$ cat src/rtl/nn_pkg.sv
// nn_pkg -- shared constants and helpers for the small CNN datapath.
//   DATA_W      : default pixel width per channel
//   CONV_OUT_W/H: feature-map dimensions produced by the conv/ReLU stages
//   NUM_CH      : number of channels carried through the pipeline
//   px_max      : max of two MAX_W-bit operands. Callers extend their pixels
//                 to MAX_W first (sign- or zero-extension to match the mode).
// Optional feature macro: MAXPOOL2X2_SIGNED_EN (signed two's-complement max).
package nn_pkg;

  localparam int DATA_W     = 8;
  localparam int CONV_OUT_W = 6;
  localparam int CONV_OUT_H = 6;
  localparam int NUM_CH     = 2;

  // Comparison width; wide enough for any realistic pixel width.
  localparam int MAX_W      = 32;

  function automatic logic [MAX_W-1:0] px_max(input logic [MAX_W-1:0] a,
                                              input logic [MAX_W-1:0] b);
`ifdef MAXPOOL2X2_SIGNED_EN
    return ($signed(a) >= $signed(b)) ? a : b;
`else
    return (a >= b) ? a : b;
`endif
  endfunction

endpackage

$ cat src/rtl/maxpool2x2_stream_pool_channel.sv
// pool_channel -- one channel of the 2x2 stride-2 max-pool.
// Holds the running temp register, a half-row line buffer (IMG_W/2 entries)
// and the registered pooled output. The parent supplies the position decode.
// Ports:
//   clk, reset  : clock, synchronous active-high reset
//   pix_valid   : pixel qualifier
//   pix         : incoming pixel
//   row_odd     : current pixel is on an odd row
//   col_odd     : current pixel is on an odd column
//   buf_idx     : line-buffer slot (col >> 1)
//   out_data    : pooled pixel, holds between updates
// Optional feature macro: MAXPOOL2X2_SIGNED_EN (signed comparison).
module pool_channel
  import nn_pkg::*;
#(
  parameter int DATA_W = 8,
  parameter int IMG_W  = 6,
  parameter int IDX_W  = 2
) (
  input  logic              clk,
  input  logic              reset,
  input  logic              pix_valid,
  input  logic [DATA_W-1:0] pix,
  input  logic              row_odd,
  input  logic              col_odd,
  input  logic [IDX_W-1:0]  buf_idx,
  output logic [DATA_W-1:0] out_data
);

  localparam int LB_DEPTH = IMG_W / 2;

  logic [DATA_W-1:0] temp_q, temp_d;
  logic [DATA_W-1:0] out_q, out_d;
  logic [DATA_W-1:0] line_buf_q [LB_DEPTH];
  logic              lb_we_s;
  logic [DATA_W-1:0] lb_wdata_s;

  // Extend a pixel to the comparison width matching the numeric mode.
  function automatic logic [MAX_W-1:0] px_ext(input logic [DATA_W-1:0] v);
`ifdef MAXPOOL2X2_SIGNED_EN
    return MAX_W'(signed'(v));
`else
    return MAX_W'(v);
`endif
  endfunction

  function automatic logic [DATA_W-1:0] max_px(input logic [DATA_W-1:0] a,
                                               input logic [DATA_W-1:0] b);
    logic [MAX_W-1:0] w;
    w = px_max(px_ext(a), px_ext(b));
    return w[DATA_W-1:0];
  endfunction

  // Next-state for temp, line-buffer write and output, keyed by window position.
  always_comb begin
    temp_d     = temp_q;
    out_d      = out_q;
    lb_we_s    = 1'b0;
    lb_wdata_s = '0;
    if (pix_valid) begin
      case ({row_odd, col_odd})
        2'b00: temp_d = pix;
        2'b01: begin
          // Top-row pair max parked until the bottom row arrives.
          lb_we_s    = 1'b1;
          lb_wdata_s = max_px(temp_q, pix);
        end
        2'b10: temp_d = max_px(line_buf_q[buf_idx], pix);
        2'b11: out_d  = max_px(temp_q, pix);
        default: temp_d = temp_q;
      endcase
    end else begin
      temp_d = temp_q;
    end
  end

  // Channel state registers.
  always_ff @(posedge clk) begin
    if (reset) begin
      temp_q <= '0;
      out_q  <= '0;
      for (int i = 0; i < LB_DEPTH; i++) begin
        line_buf_q[i] <= '0;
      end
    end else begin
      temp_q <= temp_d;
      out_q  <= out_d;
      if (lb_we_s) begin
        line_buf_q[buf_idx] <= lb_wdata_s;
      end
    end
  end

  assign out_data = out_q;

endmodule

$ cat src/rtl/maxpool2x2_stream.sv
// maxpool2x2_stream -- two-channel 2x2 stride-2 max-pool on a raster stream.
// Input : IMG_W x IMG_H pixels per channel, one per input_valid pulse.
// Output: (IMG_W/2) x (IMG_H/2) pooled pixels per channel in raster order,
//         one output_valid pulse each, output_last on the final one.
// Ports:
//   clk, reset                    : clock, synchronous active-high reset
//   input_data_0/1, input_valid   : pixel stream (no backpressure)
//   output_data_0/1               : pooled pixels, hold between pulses
//   output_valid, output_last     : one-cycle pulse / end-of-frame marker
// Optional feature macro: MAXPOOL2X2_SIGNED_EN (signed max comparison).
module maxpool2x2_stream
  import nn_pkg::*;
#(
  parameter int DATA_W = nn_pkg::DATA_W,
  parameter int IMG_W  = nn_pkg::CONV_OUT_W,
  parameter int IMG_H  = nn_pkg::CONV_OUT_H
) (
  input  logic              clk,
  input  logic              reset,
  input  logic [DATA_W-1:0] input_data_0,
  input  logic [DATA_W-1:0] input_data_1,
  input  logic              input_valid,
  output logic [DATA_W-1:0] output_data_0,
  output logic [DATA_W-1:0] output_data_1,
  output logic              output_valid,
  output logic              output_last
);

  localparam int CW    = (IMG_W > 1) ? $clog2(IMG_W) : 1;
  localparam int RW    = (IMG_H > 1) ? $clog2(IMG_H) : 1;
  localparam int IDX_W = (IMG_W > 2) ? $clog2(IMG_W / 2) : 1;

  if ((IMG_W % 2) != 0) begin : g_img_w_odd
    $error("maxpool2x2_stream: IMG_W must be even");
  end
  if ((IMG_H % 2) != 0) begin : g_img_h_odd
    $error("maxpool2x2_stream: IMG_H must be even");
  end

  logic [CW-1:0]    col_cnt_q, col_cnt_d;
  logic [RW-1:0]    row_cnt_q, row_cnt_d;
  logic             output_valid_q, output_valid_d;
  logic             output_last_q, output_last_d;
  logic             col_last_s, row_last_s;
  logic             row_odd_s, col_odd_s;
  logic [IDX_W-1:0] buf_idx_s;

  // Shared position decode for both channels.
  assign col_last_s = (col_cnt_q == CW'(IMG_W - 1));
  assign row_last_s = (row_cnt_q == RW'(IMG_H - 1));
  assign row_odd_s  = row_cnt_q[0];
  assign col_odd_s  = col_cnt_q[0];
  assign buf_idx_s  = IDX_W'(col_cnt_q >> 1);

  // Raster counters and output qualifiers; frame wrap has no idle gap.
  always_comb begin
    col_cnt_d      = col_cnt_q;
    row_cnt_d      = row_cnt_q;
    output_valid_d = 1'b0;
    output_last_d  = 1'b0;
    if (input_valid) begin
      if (col_last_s) begin
        col_cnt_d = '0;
        if (row_last_s) begin
          row_cnt_d = '0;
        end else begin
          row_cnt_d = row_cnt_q + 1'b1;
        end
      end else begin
        col_cnt_d = col_cnt_q + 1'b1;
        row_cnt_d = row_cnt_q;
      end
      // Bottom-right pixel of a window completes one pooled pixel.
      output_valid_d = row_odd_s & col_odd_s;
      output_last_d  = row_odd_s & col_odd_s & row_last_s & col_last_s;
    end else begin
      output_valid_d = 1'b0;
      output_last_d  = 1'b0;
    end
  end

  // Counter and output-qualifier registers.
  always_ff @(posedge clk) begin
    if (reset) begin
      col_cnt_q      <= '0;
      row_cnt_q      <= '0;
      output_valid_q <= 1'b0;
      output_last_q  <= 1'b0;
    end else begin
      col_cnt_q      <= col_cnt_d;
      row_cnt_q      <= row_cnt_d;
      output_valid_q <= output_valid_d;
      output_last_q  <= output_last_d;
    end
  end

  assign output_valid = output_valid_q;
  assign output_last  = output_last_q;

  pool_channel #(
    .DATA_W (DATA_W),
    .IMG_W  (IMG_W),
    .IDX_W  (IDX_W)
  ) u_ch0 (
    .clk       (clk),
    .reset     (reset),
    .pix_valid (input_valid),
    .pix       (input_data_0),
    .row_odd   (row_odd_s),
    .col_odd   (col_odd_s),
    .buf_idx   (buf_idx_s),
    .out_data  (output_data_0)
  );

  pool_channel #(
    .DATA_W (DATA_W),
    .IMG_W  (IMG_W),
    .IDX_W  (IDX_W)
  ) u_ch1 (
    .clk       (clk),
    .reset     (reset),
    .pix_valid (input_valid),
    .pix       (input_data_1),
    .row_odd   (row_odd_s),
    .col_odd   (col_odd_s),
    .buf_idx   (buf_idx_s),
    .out_data  (output_data_1)
  );

endmodule

$ cat config.mk
export PLATFORM = sky130hd
export DESIGN_NAME = maxpool2x2_stream
export DESIGN_NICKNAME = d
export VERILOG_FILES = /design/src/rtl/nn_pkg.sv /design/src/rtl/maxpool2x2_stream_pool_channel.sv /design/src/rtl/maxpool2x2_stream.sv
export SDC_FILE = /design/constraint.sdc
export NUM_CORES = 1
export LEC_CHECK = 0
export ABC_AREA = 1
export CORE_MARGIN = 4
export CORE_UTILIZATION = 50
export DETAILED_ROUTE_END_ITERATION = 12
export PLACE_DENSITY = 0.75
export SETUP_SLACK_MARGIN = 0.15
export SLEW_MARGIN = 40
export SYNTH_ARGS = -nofsm -noshare
export SYNTH_HDL_FRONTEND = slang
export SYNTH_SLANG_ARGS = --single-unit
export TNS_END_PERCENT = 30
$ cat constraint.sdc
create_clock -name clk -period 3.75 [get_ports clk]
set_input_delay 0.9375 -clock clk [delete_from_list [all_inputs] [get_ports clk]]
set_output_delay 0.9375 -clock clk [all_outputs]
set_load 0.005 [all_outputs]
==> Yosys cells after proc, flatten, opt, wreduce, memory -nomap -nowiden <==
Memories as Yosys holds them, arrays and structs flattened. A register that Yosys moved wholly into a read port is not among the register bits.
Cells that the tools add are included.
{ "classes": {"addsub": 2, "n_lt_le_gt_ge": 4, "n_eq_ne": 5, "mux": 29, "bitwise_logic": 4, "reduce_logical": 8} }
{ "ops": {"columns": ["op", "count"], "rows": [
  ["2-to-1 mux 8 bit", 10],
  ["greater-or-equal comparator 8 bit", 4],
  ["one-hot mux 8 bit (2 select lines)", 2],
  ["OR reduction 8 bit", 2],
  ["2-to-1 mux 2 bit", 6],
  ["2-to-1 mux 1 bit", 9],
  ["adder 3 x 1 -> 3 bit (second input constant)", 2],
  ["equality test 3 bit (second input constant)", 2],
  ["2-to-1 mux 3 bit", 2],
  ["AND reduction 2 bit", 3],
  ["equality test 2 bit (second input constant)", 2],
  ["bitwise AND 1 bit", 3],
  ["equality test 2 x 1 -> 1 bit (second input constant)", 1],
  ["zero test 2 bit", 1],
  ["nonzero test 2 bit", 1],
  ["OR reduction 2 bit", 1],
  ["NOT 1 bit", 1]
]} }
{ "word_totals": {"register_bits": 40, "ram_bits": 48, "in_bits": 19, "out_inout_bits": 18, "elab_cells": 62, "mem_count": 2} }
{ "memory_table": {"columns": ["name", "words", "width", "rd", "rd_clocked_by_memory_dff", "write_ports", "line", "rtl"], "rows": [
  ["u_ch0.line_buf_q", 3, 8, 1, 1, 3, "maxpool2x2_stream_pool_channel.sv:34", "logic [DATA_W-1:0] line_buf_q [LB_DEPTH];"],
  ["u_ch1.line_buf_q", 3, 8, 1, 1, 3, "maxpool2x2_stream_pool_channel.sv:34", null]
]} }

==> Depth between registers and ports, before layout <==
{ "depth": {"ltp_word": 8, "mapped_depth": 19, "ltp_nobuf": 19} }

==> Hierarchy <==
From an unflattened synthesis, not the netlist that was laid out.
{ "unflattened": {"hier_cells": 681, "area_unflattened_um2": 5801.8} }
{ "modules_own_cells": {"columns": ["mod", "instances", "cells_each", "area_per_inst_um2", "seq_area_each_um2"], "rows": [
  ["pool_channel", 2, 318, 2733.9, 1281.2],
  ["maxpool2x2_stream", 1, 45, 334.1, 160.2]
]} }

==> Worst setup path after synthesis <==
OpenSTA, ideal clock, no wires.
{ "synth_path": {"path_kind": "input port to flip-flop", "startpoint": "input reset", "endpoint": "memory u_ch0.line_buf_q[3][0] (enable)", "setup_ps": 430, "t_arrival_ps": 2926, "t_required_ps": 3320, "setup_slack_ps": 393, "stages": 3, "n_path_buf": 2, "path_cell_list": "buf_2 -> buf_1 -> nor4_1"} }
{ "synth_rtl": {"columns": ["element", "line", "rtl"], "rows": [
  ["from (decl)", "maxpool2x2_stream.sv:19", "input logic reset,"],
  ["to (decl)", "maxpool2x2_stream_pool_channel.sv:34", null]
]} }

==> reports/qor.csv <==
stage,metric,value,unit
yosys,dominant synthesized flop cell,edfxtp_1,
yosys,share of the synthesized area in the top cell type,33.2,%
power_and_ir_drop,switch share,28.9,%
timing,final setup margin,0.830,ns
clock_network,clock buffer depth,2,
yosys,"top cells by area, synth","edfxtp_1 (33%), dfxtp_1 (15%), nand2_1 (9.3%), ha_1 (6.9%), nor2_1 (6.9%)",
clock_network,H-tree levels,3,
timing,RSZ-0062 raised after global routing,false,
final_layout,FF+latch area,0.00276,mm2
final_layout,P&R area growth vs syn,15.3,%
timing,Final Hold Viols,0,
floorplanning,core area,0.0114,mm2
worst_setup_path,Crit Path Max Fanout,9,
detailed_routing,detailed-route DRC error count,0,
floorplanning,Row Count,39,
power_and_ir_drop,share of power burned in combinational logic,14.5,%
yosys,instance count of the mapped netlist,709,
yosys,most frequent cell after synthesis,nand2_1,
final_layout,Final Cell Area,0.00668,mm2
timing,FMAX,342,MHz
detailed_routing,DRT antenna net count,0,
yosys,Mapped Nets,760,
power_and_ir_drop,P_leak,3.07,nW
placement,post-placement cell area,0.00636,mm2
final_layout,Filler cells,1006,
floorplanning,Die Ht,116,um
final_layout,ANT cells,0,
worst_setup_path,Critical Path Start Type,input pin,
power_and_ir_drop,P_int,1.89,mW
floorplanning,Starting Density,51.0,%
power_and_ir_drop,Psw,767,uW
placement,hpwl dp,10.4,mm
timing,fin. max-slew vios,0,
min_path,HP Class,reg -> reg,
timing,minimum clock period,2.92,ns
yosys,post-synthesis sequential area ratio,47.7,%
detailed_routing,Vias/cell,5.45,
final_layout,Layout Cells excl Fill,897,
clock_network,total CTS buffers,9,
placement,PortBufs,36,
clock_network,clk sinks,106,
global_route,initial antenna violation count,0,
clock_network,setup bufs post-CTS,0,
global_route,vias in the first global route,4791,
worst_setup_path,Setup Crit Path Kind,in -> reg,
power_and_ir_drop,sequential power share,48.7,%
placement,dpl ws,0.517,ns
final_layout,share of layout cells above drive strength 1,7.03,%
detailed_routing,vias,4886,
detailed_routing,drt first-iter violations,465,
detailed_routing,drt total wl,14.6,mm
yosys,asr flop ratio synth,0,%
power_and_ir_drop,Max VDD drop,0.355,mV
yosys,"Avg Cell Area, Syn",8.18,um2
global_route,first-pass GRT wire length,23.7,mm
yosys,cell taking the most area after synthesis,edfxtp_1,
yosys,Synth warnings,0,
final_layout,area of the multi-input gates,0.00252,mm2
final_layout,Finished Core Util,58.8,%
power_and_ir_drop,Clk pwr share,36.9,%
worst_setup_path,Critical Path RT,3.85,ns
detailed_routing,first drt pass iteration count,5,
run,max cap viols,0,
yosys,Synth cell types,33,
placement,placed cells,881,
clock_network,hold bufs inserted after CTS,0,
timing,Worst slew margin,62.0,%
final_layout,fin nets,800,
timing,Worst-Margin Slew,0.570,ns
yosys,"flops & latches, synth",106,
clock_network,Clock transition at path regs,0.08,ns
timing,"Setup violations, final",0,
placement,final RePlAce weighted congestion,0.900,
global_route,GRT overflow,0,
timing,Sum Neg Setup Slack,0,ns
floorplanning,Total Die Area,0.0134,mm2
global_route,largest net degree at the start of global routing,31,
clock_network,worst skew pair latency,0.36,ns
yosys,Netlist Area Pre-Place,0.00580,mm2
global_route,GR Util All Layers,23.1,%
detailed_routing,DR WL/cell,16.3,um
worst_setup_path,CP endpoint kind,register,
timing,Worst Skew,0.0121,ns
clock_network,CTS root buf,clkbuf_16,
run_status,status,"finished, final reports clean",
power_and_ir_drop,Pwr Density,397,mW/mm2
clock_network,cts repair resizes,0,
floorplanning,die width,116,um
yosys,ranking of synthesized cells by instance count,"nand2_1 (143), nor2_1 (106), inv_1 (102)",
timing,crit share post-route,77.9,%
yosys,Post-synth EDFFs,64,
floorplanning,Top-Level Pins,37,
worst_setup_path,Worst EP arrival,3.02,ns
clock_network,CTS tree,done,
==> cell type report <==
cell class / instances / share of cell area (%)
timing repair buffer: 55 / 7.71
tap: 143 / 2.68
clock inverter: 7 / 1.40
clock buffer: 9 / 3.37
multi-input combinational: 473 / 37.7
sequential: 106 / 41.3
inverter: 104 / 5.84
==> final timing paths <==
| kind | startpoint | endpoint | slack (ns) | cells after the start |
|---|---|---|---|---|
| setup / recovery | input_data_0[1] | u_ch0.line_buf_q[0][2] | 0.83 | 13 |
| hold / removal | row_cnt_q[1] | row_cnt_q[1] | 0.50 | 2 |
| setup reg to reg | register | u_ch1.temp_q[5] | 0.95 | 16 |
| hold reg to reg | row_cnt_q[1] | row_cnt_q[1] | 0.50 | 2 |
==> stage by stage <==
stage / hold WS [ns] / total power [mW]
final: 0.504 / 2.65
after global routing: 0.570 / 2.77
after CTS: 0.508 / 2.67
after floorplan: 0.464 / 1.57
after global placement: 0.478 / 1.69
after detailed placement: 0.496 / 1.70
==> power by group through the flow <==
stage               Clock [mW]  Combinational (mW)  Sequential, mW
floorplan                    0               0.264            1.31
global placement             0               0.371            1.32
detailed placement           0               0.381            1.32
CTS                      0.991               0.383            1.29
global route              1.03               0.437            1.30
finish                   0.978               0.384            1.29
==> critical path: stages <==
cell and delay (ns):
clkdlybuf4s50_1 0.53, inv_1 0.08, ha_1 0.32, nand2_1 0.08
nand3b_1 0.08, nand2_1 0.06, nand2_1 0.04, nand2_1 0.21
nand2_1 0.27, nand2_1 0.17, nand2_1 0.06, nand2_1 0.11
nor2_1 0.07
==> logic make-up (layout without fill, tap and decap cells) <==
logic type / after synthesis / in the layout / share of synthesized area [%]
AO/OA/AOI/OAI: 93 / 93 / 9.26
adder cells (fa/ha/maj): 32 / 32 / 6.91
buffers and inverters: 130 / 175 / 9.04
flip-flops: 106 / 106 / 47.7
AND/OR/NAND/NOR: 348 / 348 / 27.1
==> sequential cells by signal, summed over array words and instances, names as in the netlist, named ones only <==
signal / flops
u_ch0.line_buf_q: 32
u_ch1.line_buf_q: 32
u_ch0.out_data: 8
u_ch0.temp_q: 8
u_ch1.out_data: 8
u_ch1.temp_q: 8
col_cnt_q: 3
row_cnt_q: 3
output_last: 1
output_valid: 1
==> layout by cell type, fill, tap and decap left out, types with 2 or more instances in the layout <==
cell type,n
nor2_1,106
nand3_4,2
o21ai_0,34
nand3_2,3
edfxtp_1,64
buf_4,18
nor2_4,2
nor2_2,3
nor2_8,2
o21a_1,18
nand2_4,2
nand2_1,143
inv_6,2
a21oi_1,24
ha_1,32
nand4_1,16
inv_1,102
o22ai_1,14
clkdlybuf4s50_1,36
dfxtp_1,42
clkinv_8,4
clkbuf_16,9
nand3_1,63
==> metal layers <==
layer	up-vias	wire length (um)	part of all wire, %	GRT usage, %
li1	2410	-	-	-
met1	2279	6030	41	29.2
met2	179	7430	51	40.5
met3	18	928	6.4	4.18
met4	0	201	1.4	6.65
met5	-	0	0	0
(Power assumes the default switching activity.)
